## src/rtl/ab_feeder_pkg.sv

```systemverilog
// Shared constants and state encoding for the ab_feeder operand source / result sink.
package ab_feeder_pkg;

  localparam int OP_W      = 8;
  localparam int RES_W     = 16;
  localparam int MEM_DEPTH = 8;
  localparam int IDX_W     = 3;

  typedef enum logic [2:0] {
    IDLE    = 3'd0,
    STRT    = 3'd1,
    FEED    = 3'd2,
    WAIT_X  = 3'd3,
    COLLECT = 3'd4,
    HLT     = 3'd5
  } state_t;

endpackage

```

## src/rtl/ab_feeder_lfsr.sv

```systemverilog
// 8-bit Fibonacci LFSR (x^8+x^6+x^5+x^4+1), seeded to 8'hA5; Q is the low bit.
module ab_feeder_lfsr (
  input  logic CLK,
  input  logic RST,
  input  logic EN,
  output logic Q
);

  logic [7:0] r_q;
  logic       w_fb;

  assign w_fb = r_q[7] ^ r_q[5] ^ r_q[4] ^ r_q[3];
  assign Q    = r_q[0];

  always_ff @(posedge CLK) begin
    if (RST)     r_q <= 8'hA5;
    else if (EN) r_q <= {r_q[6:0], w_fb};
  end

endmodule

```

## src/rtl/ab_feeder.sv

```systemverilog
// Host-side feeder: serves A/B pairs on REQ_AB/ACK and captures X results.
// Define FEEDER_RAND_STALL_EN to OR a pseudo-random stall bit into STALL.
module ab_feeder
  import ab_feeder_pkg::*;
#(
  parameter int NUM_PAIRS   = 8,
  parameter int NUM_RESULTS = 8,
  parameter int TIMEOUT     = 64
) (
  input  logic              CLK,
  input  logic              RST,
  input  logic              WR_EN,
  input  logic [2:0]        WR_ADDR,
  input  logic [OP_W-1:0]   WR_A,
  input  logic [OP_W-1:0]   WR_B,
  input  logic              GO,
  input  logic              ABORT,
  input  logic              STALL,
  input  logic              REQ_AB,
  output logic [OP_W-1:0]   A,
  output logic [OP_W-1:0]   B,
  output logic              ACK,
  output logic              START,
  output logic              HALT,
  input  logic [RES_W-1:0]  X,
  input  logic              X_VALID,
  input  logic [2:0]        RD_ADDR,
  output logic [RES_W-1:0]  RD_DATA,
  output logic              BUSY,
  output logic              DONE,
  output logic              ERR
);

  localparam int CNT_W = IDX_W + 1;
  localparam int TMO_W = $clog2(TIMEOUT) + 1;
  localparam logic [CNT_W-1:0] NP      = CNT_W'(NUM_PAIRS);
  localparam logic [CNT_W-1:0] NR      = CNT_W'(NUM_RESULTS);
  localparam logic [TMO_W-1:0] TMO_MAX = TMO_W'(TIMEOUT - 1);

  state_t r_state, w_next;
  logic [OP_W-1:0]  r_memA [MEM_DEPTH];
  logic [OP_W-1:0]  r_memB [MEM_DEPTH];
  logic [RES_W-1:0] r_res  [MEM_DEPTH];
  logic [CNT_W-1:0] r_pairIdx, r_resIdx;
  logic [TMO_W-1:0] r_tmo;
  logic r_done, r_err;
  logic w_stall, w_active, w_ack, w_cap, w_lastPair, w_lastRes, w_idleCyc, w_timeout;

`ifdef FEEDER_RAND_STALL_EN
  logic w_lfsrBit;
  ab_feeder_lfsr u_lfsr (.CLK(CLK), .RST(RST), .EN(1'b1), .Q(w_lfsrBit));
  assign w_stall = STALL | w_lfsrBit;
`else
  assign w_stall = STALL;
`endif

  assign A       = r_memA[r_pairIdx[IDX_W-1:0]];
  assign B       = r_memB[r_pairIdx[IDX_W-1:0]];
  assign RD_DATA = r_res[RD_ADDR];
  assign DONE    = r_done;
  assign ERR     = r_err;

  // Results are accepted in every run phase after START so overlapped output is never lost.
  assign w_active   = (r_state == FEED) || (r_state == WAIT_X) || (r_state == COLLECT);
  assign w_ack      = (r_state == FEED) && REQ_AB && !w_stall && (r_pairIdx < NP);
  assign w_cap      = w_active && X_VALID && (r_resIdx < NR);
  assign w_lastPair = w_ack && (r_pairIdx == NP - CNT_W'(1));
  assign w_lastRes  = w_cap && (r_resIdx == NR - CNT_W'(1));
  assign w_idleCyc  = w_active && !w_ack && !w_cap;
  assign w_timeout  = w_idleCyc && (r_tmo == TMO_MAX);

  always_comb begin
    w_next = r_state;
    ACK    = w_ack;
    START  = (r_state == STRT);
    HALT   = (r_state == HLT);
    BUSY   = (r_state != IDLE);
    case (r_state)
      IDLE:    if (GO) w_next = STRT;
      STRT:    w_next = ABORT ? HLT : FEED;
      FEED, WAIT_X, COLLECT: begin
        if (ABORT || w_timeout)      w_next = HLT;
        else if (w_lastRes)          w_next = IDLE;
        else if (r_state == FEED) begin
          if (w_lastPair) w_next = (w_cap || (r_resIdx != '0)) ? COLLECT : WAIT_X;
        end
        else if ((r_state == WAIT_X) && w_cap) w_next = COLLECT;
      end
      HLT:     w_next = IDLE;
      default: w_next = IDLE;
    endcase
  end

  always_ff @(posedge CLK) begin
    if (RST) begin
      r_state   <= IDLE;
      r_pairIdx <= '0;
      r_resIdx  <= '0;
      r_tmo     <= '0;
      r_done    <= 1'b0;
      r_err     <= 1'b0;
    end else begin
      r_state <= w_next;
      if ((r_state == IDLE) && GO) begin
        r_pairIdx <= '0;
        r_resIdx  <= '0;
        r_tmo     <= '0;
        r_done    <= 1'b0;
        r_err     <= 1'b0;
      end else begin
        if (w_ack) r_pairIdx <= r_pairIdx + CNT_W'(1);
        if (w_cap) r_resIdx  <= r_resIdx + CNT_W'(1);
        if (w_ack || w_cap)  r_tmo <= '0;
        else if (w_idleCyc)  r_tmo <= r_tmo + TMO_W'(1);
        if (w_next == HLT)   r_err <= 1'b1;
        if (w_lastRes && (w_next == IDLE)) r_done <= 1'b1;
      end
    end
  end

  // Memories survive reset so results from an aborted or reset run stay readable.
  always_ff @(posedge CLK) begin
    if (WR_EN) begin
      r_memA[WR_ADDR] <= WR_A;
      r_memB[WR_ADDR] <= WR_B;
    end
    if (w_cap && !RST) r_res[r_resIdx[IDX_W-1:0]] <= X;
  end

endmodule

```

## config.mk

```make
export PLATFORM = sky130hd
export DESIGN_NAME = ab_feeder
export DESIGN_NICKNAME = d
export VERILOG_FILES = /design/src/rtl/ab_feeder_pkg.sv /design/src/rtl/ab_feeder_lfsr.sv /design/src/rtl/ab_feeder.sv
export SDC_FILE = /design/constraint.sdc
export NUM_CORES = 1
export LEC_CHECK = 0
export CORE_ASPECT_RATIO = 0.5
export CORE_MARGIN = 4
export CORE_UTILIZATION = 45
export DETAILED_ROUTE_END_ITERATION = 6
export GPL_TIMING_DRIVEN = 0
export HOLD_SLACK_MARGIN = 0.12
export PLACE_DENSITY = 0.67
export REMOVE_ABC_BUFFERS = 1
export SYNTH_ARGS = -nofsm -noshare
export SYNTH_HDL_FRONTEND = slang
export SYNTH_SLANG_ARGS = --single-unit
```

## constraint.sdc

```tcl
create_clock -name CLK -period 3.26 [get_ports CLK]
set_clock_uncertainty 0.1 [all_clocks]
set_input_delay 0.978 -clock CLK [delete_from_list [all_inputs] [get_ports CLK]]
set_output_delay 0.978 -clock CLK [all_outputs]
set_load 0.1 [all_outputs]
```

; After elaboration in Yosys (flattened, before gate mapping)
; Memories as Yosys holds them, arrays and structs flattened. A register that Yosys moved wholly into a read port is not among the register bits.
; Index checks and enable logic that the tools add are counted.
[op_classes]
n_addsub = 3
order_cmp = 2
n_eq_ne = 9
mux = 17
n_reduce_logical = 30
[op_table]
columns = op, count
row1 = 2-to-1 mux 3 bit, 12
row2 = logical AND 1 bit, 14
row3 = "== test 3 bit, second input constant", 3
row4 = one-hot mux 3 bit (3 select lines), 1
row5 = "adder 4 x 1 -> 4 bit, second input constant", 2
row6 = "== test 4 x 3 -> 1 bit, second input constant", 2
row7 = "less-than comparator 4 bit, second input constant", 2
row8 = "adder 7 x 1 -> 7 bit, second input constant", 1
row9 = "== test 7 x 6 -> 1 bit, second input constant", 1
row10 = "== test 3 x 2 -> 1 bit, second input constant", 2
row11 = logical NOT 3 bit, 2
row12 = OR reduction 3 bit, 2
row13 = logical OR 1 bit, 5
row14 = logical NOT 1 bit, 4
row15 = 2-to-1 mux 1 bit, 4
row16 = nonzero test 4 bit, 1
row17 = "== test 3 x 1 -> 1 bit, second input constant", 1
row18 = nonzero test 3 bit, 1
row19 = OR reduction 2 bit, 1
[totals]
ff_bits = 20
mem_bits_rw = 256
inputBits = 46
output_inout_bits = 38
wordCells = 70
n_memories = 3
[memory_table]
columns = name, words, word_bits, read_ports, rd_ports_with_merged_regs, write_ports, line_no
row1 = r_res, 8, 16, 1, 0, 1, ab_feeder.sv:43  ; logic [RES_W-1:0] r_res [MEM_DEPTH];
row2 = r_memA, 8, 8, 1, 1, 1, ab_feeder.sv:41  ; logic [OP_W-1:0] r_memA [MEM_DEPTH];
row3 = r_memB, 8, 8, 1, 1, 1, ab_feeder.sv:42  ; logic [OP_W-1:0] r_memB [MEM_DEPTH];

; Longest topological paths before layout
; Gate-level depths: netlist (run 1).
[logic_depth]
word_depth = 14
depth_mapped = 7
ltp_nobuf = 5

; Worst setup path after synthesis (run 1)
; No wires, ideal clock.
[synth_path]
path_kind = register to output
startpoint = register r_state[0]
endpoint = output START
arrival_time_ps = 2581
required_time_ps = 2182
setup_slack_ps = -399
path_stages_with_launch = 4
path_buffers = 1
path_cell_list = dfxtp_1 buf_4 inv_1 nor3_1
[synth_via]
elab_chain_len = 1
[synth_rtl]
columns = item, line_no
row1 = from (decl), ab_feeder.sv:40  ; state_t r_state, w_next;
row2 = from (signal assigned), ab_feeder.sv:103  ; r_state <= w_next;
row3 = == test 3 x 1 -> 1 bit, ab_feeder.sv:75  ; START = (r_state == STRT);
row4 = to (decl), ab_feeder.sv:23  ; output logic START,
; No other way between the ends.

; Worst setup path after layout (run 1)
[layout_path]
startpoint = input RD_ADDR[0]
endpoint = output RD_DATA[10]
[layout_via]
elab_chain_len = 1
[layout_rtl]
columns = item, line_no
row1 = from (decl), ab_feeder.sv:27  ; input logic [2:0] RD_ADDR,
row2 = memory read (8 x 16 bit), n/a
row3 = to (decl), ab_feeder.sv:28  ; output logic [RES_W-1:0] RD_DATA,
; No other way between the ends.

==> flow_summary.json, run 1 <==
{
  "die-area_um2": 26800,
  "clkSlewWorstSetupHoldPaths_ns": 0.07,
  "fin_ws_ns": -0.0484,
  "dp_slack_ns": -1.47,
  "yosysSeqAreaShare": 0.752,
  "power_frac_clock": 0.382,
  "grt_pass1_wl_um": 33600,
  "p_per_area_nw_per_um2": 540,
  "critPathArrivalTime_ns": 2.23,
  "critical-path-max-stage-delay_ns": 0.50,
  "p_total_mw": 7.55,
  "grt_pass1_vias": 5715,
  "die_w_um": 228,
  "core_area_um2": 23200,
  "areaGrowthSynthToFinish_pct": 29.0,
  "crit_family": "multiplexers",
  "die_h_um": 118,
  "setup_violations": 37,
  "cp_slowest_cell": "mux4_2",
  "drc": 0,
  "ant_nets": 0,
  "endpoint_kind": "output port",
  "leakagePower_nw": 4.61,
  "holdCritPathClass": "flop to flop",
  "placed_cells": 910,
  "dp_hpwl_um": 12800,
  "start_util": 0.467,
  "yosys.cell_types.count": 48,
  "p_switching_mw": 1.68,
  "grtUsageMet2": 0.287,
  "rsz0062_at_grt": "true",
  "postCtsHoldBufs": 0,
  "final_cells": 980,
  "clock_latency_ns": 0.53,
  "busiest_layer": "met2",
  "layout.nets": 705,
  "final.min_clock_period_ns": 3.31,
  "gr-usage-met1": 0.218,
  "cp.required_ns": 2.18,
  "pwr-share-seq": 0.528,
  "drv_slew": 0,
  "p_int_mw": 5.87,
  "grt_use_met3": 0.0314,
  "cts_root_buffer": "clkbuf_16",
  "yosysTopAreaCellShare": 0.709,
  "critical_path.most_common_cell": "buf_16",
  "syn_inst": 526,
  "gp_congestion": 0.739,
  "drt-initial-drc-count": 344,
  "hold_viol_final": 0,
  "async_flop_share": 0,
  "clock.fmax_mhz": 302,
  "port_buffers": 83,
  "finalCritPeriodShare": 1.01,
  "cts_buffers": 25,
  "diodes": 0,
  "synthTopCellsByArea": "edfxtp_1 71%, mux4_2 13%, dfxtp_1 4.2%",
  "cap_violations": 0,
  "violations": "setup timing",
  "htree_levels": 1,
  "utilization": 0.602,
  "ys_ff_latch": 279,
  "slew_headroom": 0.353,
  "wl_um": 21500,
  "crit_buf_inv": 3,
  "synth_top_area_cell": "edfxtp_1",
  "finalSetupTns_ns": -0.509,
  "crit_fanout": 6,
  "synth_edf_count": 256,
  "r2r-start": "r_state[2]$_SDFF_PP0_",
  "row_count": 39,
  "cts_buffer_depth": 3,
  "start_kind": "input pin",
  "netSwitchingFraction": 0.222,
  "grt_max_degree": 33,
  "dr.pass1.iters": 4,
  "netlist_area_um2": 10800,
  "run_status": "finished, violations left",
  "avgSynthCellArea_um2": 20.6,
  "fillers": 1655,
  "grt_usage": 0.165,
  "comb_power_share": 0.090,
  "num_io_pins": 84,
  "synthFlopType": "edfxtp_1",
  "critical_path_class": "input pin to output port",
  "cts_sinks": 279,
  "drive_gt1_frac": 0.366,
  "worst_pin_slew_ns": 0.967,
  "min-delay-start": "ERR$_SDFFE_PP0N_",
  "ir_worst_vdd_uv": 375,
  "ys.warnings.count": 0,
  "cts_tree": "done",
  "grt_overflow": 0,
  "wl_per_cell_um": 21.9,
  "path_cells": "buf_16, buf_16, mux4_2, mux2_4, buf_12",
  "startpoint": "RD_ADDR[0]",
  "antenna_found_initial": 0,
  "num_vias": 5319,
  "vias_per_cell": 5.43
}
per-stage QoR:
step           hold WS, ns  cell area, um2
2_1_floorplan        0.355           10700
3_3_place_gp         0.352           11900
3_5_place_dp         0.359           12300
4_1_cts              0.374           13700
5_1_grt              0.398           14000
6_report             0.371           14000
sequential cells by signal, indices dropped and copies added (netlist names), named ones only:
| register | cells |
|---|---|
| r_pairIdx | 4 |
| r_state | 3 |
| r_memB | 64 |
| r_resIdx | 4 |
| r_tmo | 7 |
| r_memA | 64 |
| r_res | 128 |
| DONE | 1 |
| ERR | 1 |
cells by family (layout without fill, tap and decap cells):
kind of cell / Yosys count / count (layout) / share of synthesized area
flops: 279 / 279 / 0.752
simple gates: 81 / 81 / 0.0379
buf+inv: 31 / 178 / 0.0134
compound gates: 25 / 25 / 0.0181
mux: 97 / 97 / 0.167
xor+xnor: 9 / 9 / 0.00727
fa+ha+maj: 4 / 4 / 0.00462
cells in the mapped netlist, types with 2 or more instances:
cell type and n:
nor3_1 5, nor3_2 2, mux2_2 32, o21ai_0 3
buf_2 8, nor2_1 40, a41oi_1 2, inv_1 5
xnor2_1 2, o2111ai_1 3, dfxtp_1 23, a21oi_1 4
clkbuf_1 12, edfxtp_1 256, xor2_1 7, or3_1 2
buf_1 2, ha_1 4, a211oi_1 2, mux4_2 64
nand4_1 2, buf_4 3, nand2_1 13, nand2b_1 6
path summary, 6_finish.rpt:
kind / end / depth (start not counted) / slack, ns
setup / recovery: RD_DATA[10] / 5 / -0.05
hold / removal: ERR$_SDFFE_PP0N_ / 2 / 0.37
setup reg to reg: r_res[5][3]$_DFFE_PP_ / 5 / 0.54
hold reg to reg: ERR$_SDFFE_PP0N_ / 2 / 0.37
power groups by stage:
stage	clock network [mW]	registers, mW	logic, mW
after CTS	2.94	3.99	0.645
after floorplan	0	4.07	0.343
after detailed placement	0	4.07	0.573
after global routing	3.11	3.99	0.715
after global placement	0	4.07	0.552
final	2.88	3.99	0.682
metal layers:
layer,vias up,routed length (um)
met3,27,762
met1,2786,9120
met2,101,11200
li1,2405,-
met5,-,0
met4,0,381
placed cells by master (no fill, tap or decap), types with 5 or more instances in the layout:
master,instances
buf_4,6
inv_1,5
nor2_2,12
buf_12,35
nand2_1,13
clkinv_1,5
clkdlybuf4s50_1,44
buf_6,14
nand2b_1,6
mux2_4,29
dfxtp_1,20
clkbuf_16,25
buf_16,13
buf_8,12
mux4_2,64
xor2_1,7
nor2_1,28
edfxtp_1,256
worst min-delay path, cell delays in order, from the launching register on:
cell and delay [ns]:
dfxtp_1 0.33, nand2_1 0.06, o31ai_2 0.05
what timing repair did:
item,in CTS,in global routing
pin swaps,2,1
resized for setup,300,78
cloned,7,0
setup endpoints to repair,61,67
setup buffers,13,7
endpoints found under the hold margin,0,0
area by class of cell:
class,count,area [um2],share of cell area
well taps,307,384,0.0275
multi-input cells,216,2720,0.195
inverters,5,18.8,0.00134
clock inverters,14,129,0.00921
repair buffers,128,1910,0.136
flip-flops and latches,279,8160,0.583
clock buffers,31,668,0.0478
(Power assumes the default switching activity.)
==> inputs of run 2 (changes only) <==
--- a/config.mk
+++ b/config.mk
@@ -5,13 +5,14 @@
 export SDC_FILE = /design/constraint.sdc
 export NUM_CORES = 1
 export LEC_CHECK = 0
+export ABC_CLOCK_PERIOD_IN_PS = 3260
 export CORE_ASPECT_RATIO = 0.5
 export CORE_MARGIN = 4
-export CORE_UTILIZATION = 45
+export CORE_UTILIZATION = 50
 export DETAILED_ROUTE_END_ITERATION = 6
 export GPL_TIMING_DRIVEN = 0
 export HOLD_SLACK_MARGIN = 0.12
-export PLACE_DENSITY = 0.67
+export PLACE_DENSITY = 0.73
 export REMOVE_ABC_BUFFERS = 1
 export SYNTH_ARGS = -nofsm -noshare
 export SYNTH_HDL_FRONTEND = slang
==> constraint.sdc (replaced) <==
create_clock -name CLK -period 3.26 [get_ports CLK]
set_clock_uncertainty 0.1 [all_clocks]
set_input_delay 0.978 -clock CLK [delete_from_list [all_inputs] [get_ports CLK]]
set_output_delay 0.978 -clock CLK [all_outputs]
set_load 0.02 [all_outputs]
==> flow_summary.json, run 2 (synthesized netlist as in run 1, its figures left out) <==
{
  "run_status": "finished, violations left",
  "violations": "setup timing",
  "final_cell_mix": "256 x edfxtp_1, 64 x mux4_2, 47 x clkdlybuf4s50_1",
  "cts_tree": "done",
  "cts_root_buffer": "clkbuf_16",
  "dp_slack_ns": -1.01,
  "antenna_found_initial": 1,
  "start_util": 0.518,
  "pwr-share-seq": 0.523,
  "dr_wl_met2_um": 10400,
  "vias_per_cell": 5.49,
  "ant_nets": 0,
  "wl_per_cell_um": 21.9,
  "drive_gt1_frac": 0.356,
  "drc": 0,
  "leakagePower_nw": 4.37,
  "utilization": 0.645,
  "die_h_um": 112,
  "final.min_clock_period_ns": 3.28,
  "hold_viol_final": 0,
  "setup_violations": 4,
  "regArea_um2": 8160,
  "clkSlewWorstSetupHoldPaths_ns": 0.07,
  "dp_hpwl_um": 12300,
  "num_vias": 5245,
  "largest_reg_flops": 128,
  "endpoint_kind": "output port",
  "fin_ws_ns": -0.0199,
  "grt_pass1_wl_um": 32400,
  "grt_max_degree": 33,
  "p_switching_mw": 1.48,
  "core_area_um2": 20900,
  "row_count": 37,
  "worst_pin_slew_ns": 0.905,
  "layout.nets": 695,
  "cts_buffer_depth": 3,
  "diodes": 0,
  "die_w_um": 216,
  "critical_path_class": "input pin to output port",
  "clock.fmax_mhz": 305,
  "port_buffers": 83,
  "critPathArrivalTime_ns": 2.20,
  "clock_latency_ns": 0.52,
  "crit_fanout": 6,
  "fillers": 1384,
  "gp_congestion": 0.786,
  "routed.top_layer": "met5",
  "final_common_cell": "edfxtp_1",
  "wl_met3_um": 1210,
  "drt-met1-wl_um": 9100,
  "slew_headroom": 0.393,
  "htree_levels": 1,
  "drt-initial-drc-count": 371,
  "start_kind": "input pin",
  "cts_buffers": 24,
  "r2r_slack_ns": 0.62,
  "postCtsHoldBufs": 0,
  "cap_violations": 0,
  "p_total_mw": 7.62,
  "rsz0062_at_grt": "true",
  "num_io_pins": 84,
  "grt_overflow": 0,
  "ir_worst_vdd_uv": 377,
  "dr.pass1.iters": 4,
  "cp.required_ns": 2.18,
  "p_per_area_nw_per_um2": 565,
  "holdCritPathClass": "flop to flop",
  "grt_pass1_vias": 5478,
  "grt_usage": 0.173,
  "drv_slew": 0,
  "comb_power_share": 0.057,
  "netSwitchingFraction": 0.194,
  "power_frac_clock": 0.420,
  "wl_um": 20900,
  "areaGrowthSynthToFinish_pct": 24.5,
  "finalCritPeriodShare": 1.01,
  "p_int_mw": 6.14,
  "cts_sinks": 279,
  "multi_input_area_um2": 2670,
  "die-area_um2": 24200
}
==> run 2: changes by cell type in the layout (fill, tap and decap cells not counted), moves of 5 or more <==
cell	change
mux2_4	-19
buf_6	+10
mux2_2	+19
buf_12	-32
buf_2	+10
buf_16	-5
bufinv_16	+5
==> run 2: per-stage QoR <==
| step | area, um2 | setup TNS [ns] | std cells | hold slack (ns) |
|---|---|---|---|---|
| finish | 13500 | -0.0378 | 955 | 0.374 |
| global route | 13500 | -0.497 | 955 | 0.397 |
| CTS | 13400 | -0.198 | 953 | 0.376 |
| detailed placement | 12200 | -68.10 | 894 | 0.364 |
| global placement | 11900 | -279.64 | 875 | 0.350 |
| floorplan | 10700 | -11.12 | 500 | 0.355 |
==> run 2: layout make-up <==
| type | count | share of cell area |
|---|---|---|
| flip-flops and latches | 279 | 0.604 |
| multi-input cells | 216 | 0.198 |
| repair buffers | 119 | 0.103 |
| clock buffers | 29 | 0.0475 |
| well taps | 292 | 0.0271 |
| clock inverters | 15 | 0.0186 |
| inverters | 5 | 0.00139 |
==> run 2: per-layer routing <==
metal,global-route usage,vias up
li1,-,2387
met1,0.240,2697
met2,0.295,139
met3,0.0360,20
met4,0.0273,2
met5,0,-
==> run 2: final timing paths <==
kind	endpoint	cells past startpoint	startpoint
worst max-delay path	RD_DATA[11]	5	RD_ADDR[0]
worst min-delay path	ERR$_SDFFE_PP0N_	2	ERR$_SDFFE_PP0N_
worst max register to register	r_res[7][13]$_DFFE_PP_	5	r_state[2]$_SDFF_PP0_
worst min register to register	ERR$_SDFFE_PP0N_	2	ERR$_SDFFE_PP0N_
==> run 2: worst max-delay path, stage by stage <==
cell    delay, ns
buf_16       0.13
buf_16       0.14
mux4_2       0.52
mux2_4       0.29
buf_6        0.13
==> run 2: power by group through the flow <==
| stage | registers (mW) | logic, mW | clock network [mW] |
|---|---|---|---|
| after floorplan | 4.06 | 0.178 | 0 |
| after global placement | 4.07 | 0.379 | 0 |
| after detailed placement | 4.07 | 0.397 | 0 |
| after CTS | 3.99 | 0.430 | 3.26 |
| after global routing | 3.99 | 0.463 | 3.42 |
| final | 3.99 | 0.431 | 3.20 |
==> run 2: repair_timing <==
item,4_1_cts,5_1_grt
buffers inserted,9,1
gates resized for setup,174,28
endpoints found under the setup margin,42,103
gates cloned,6,1
pin swaps,2,1
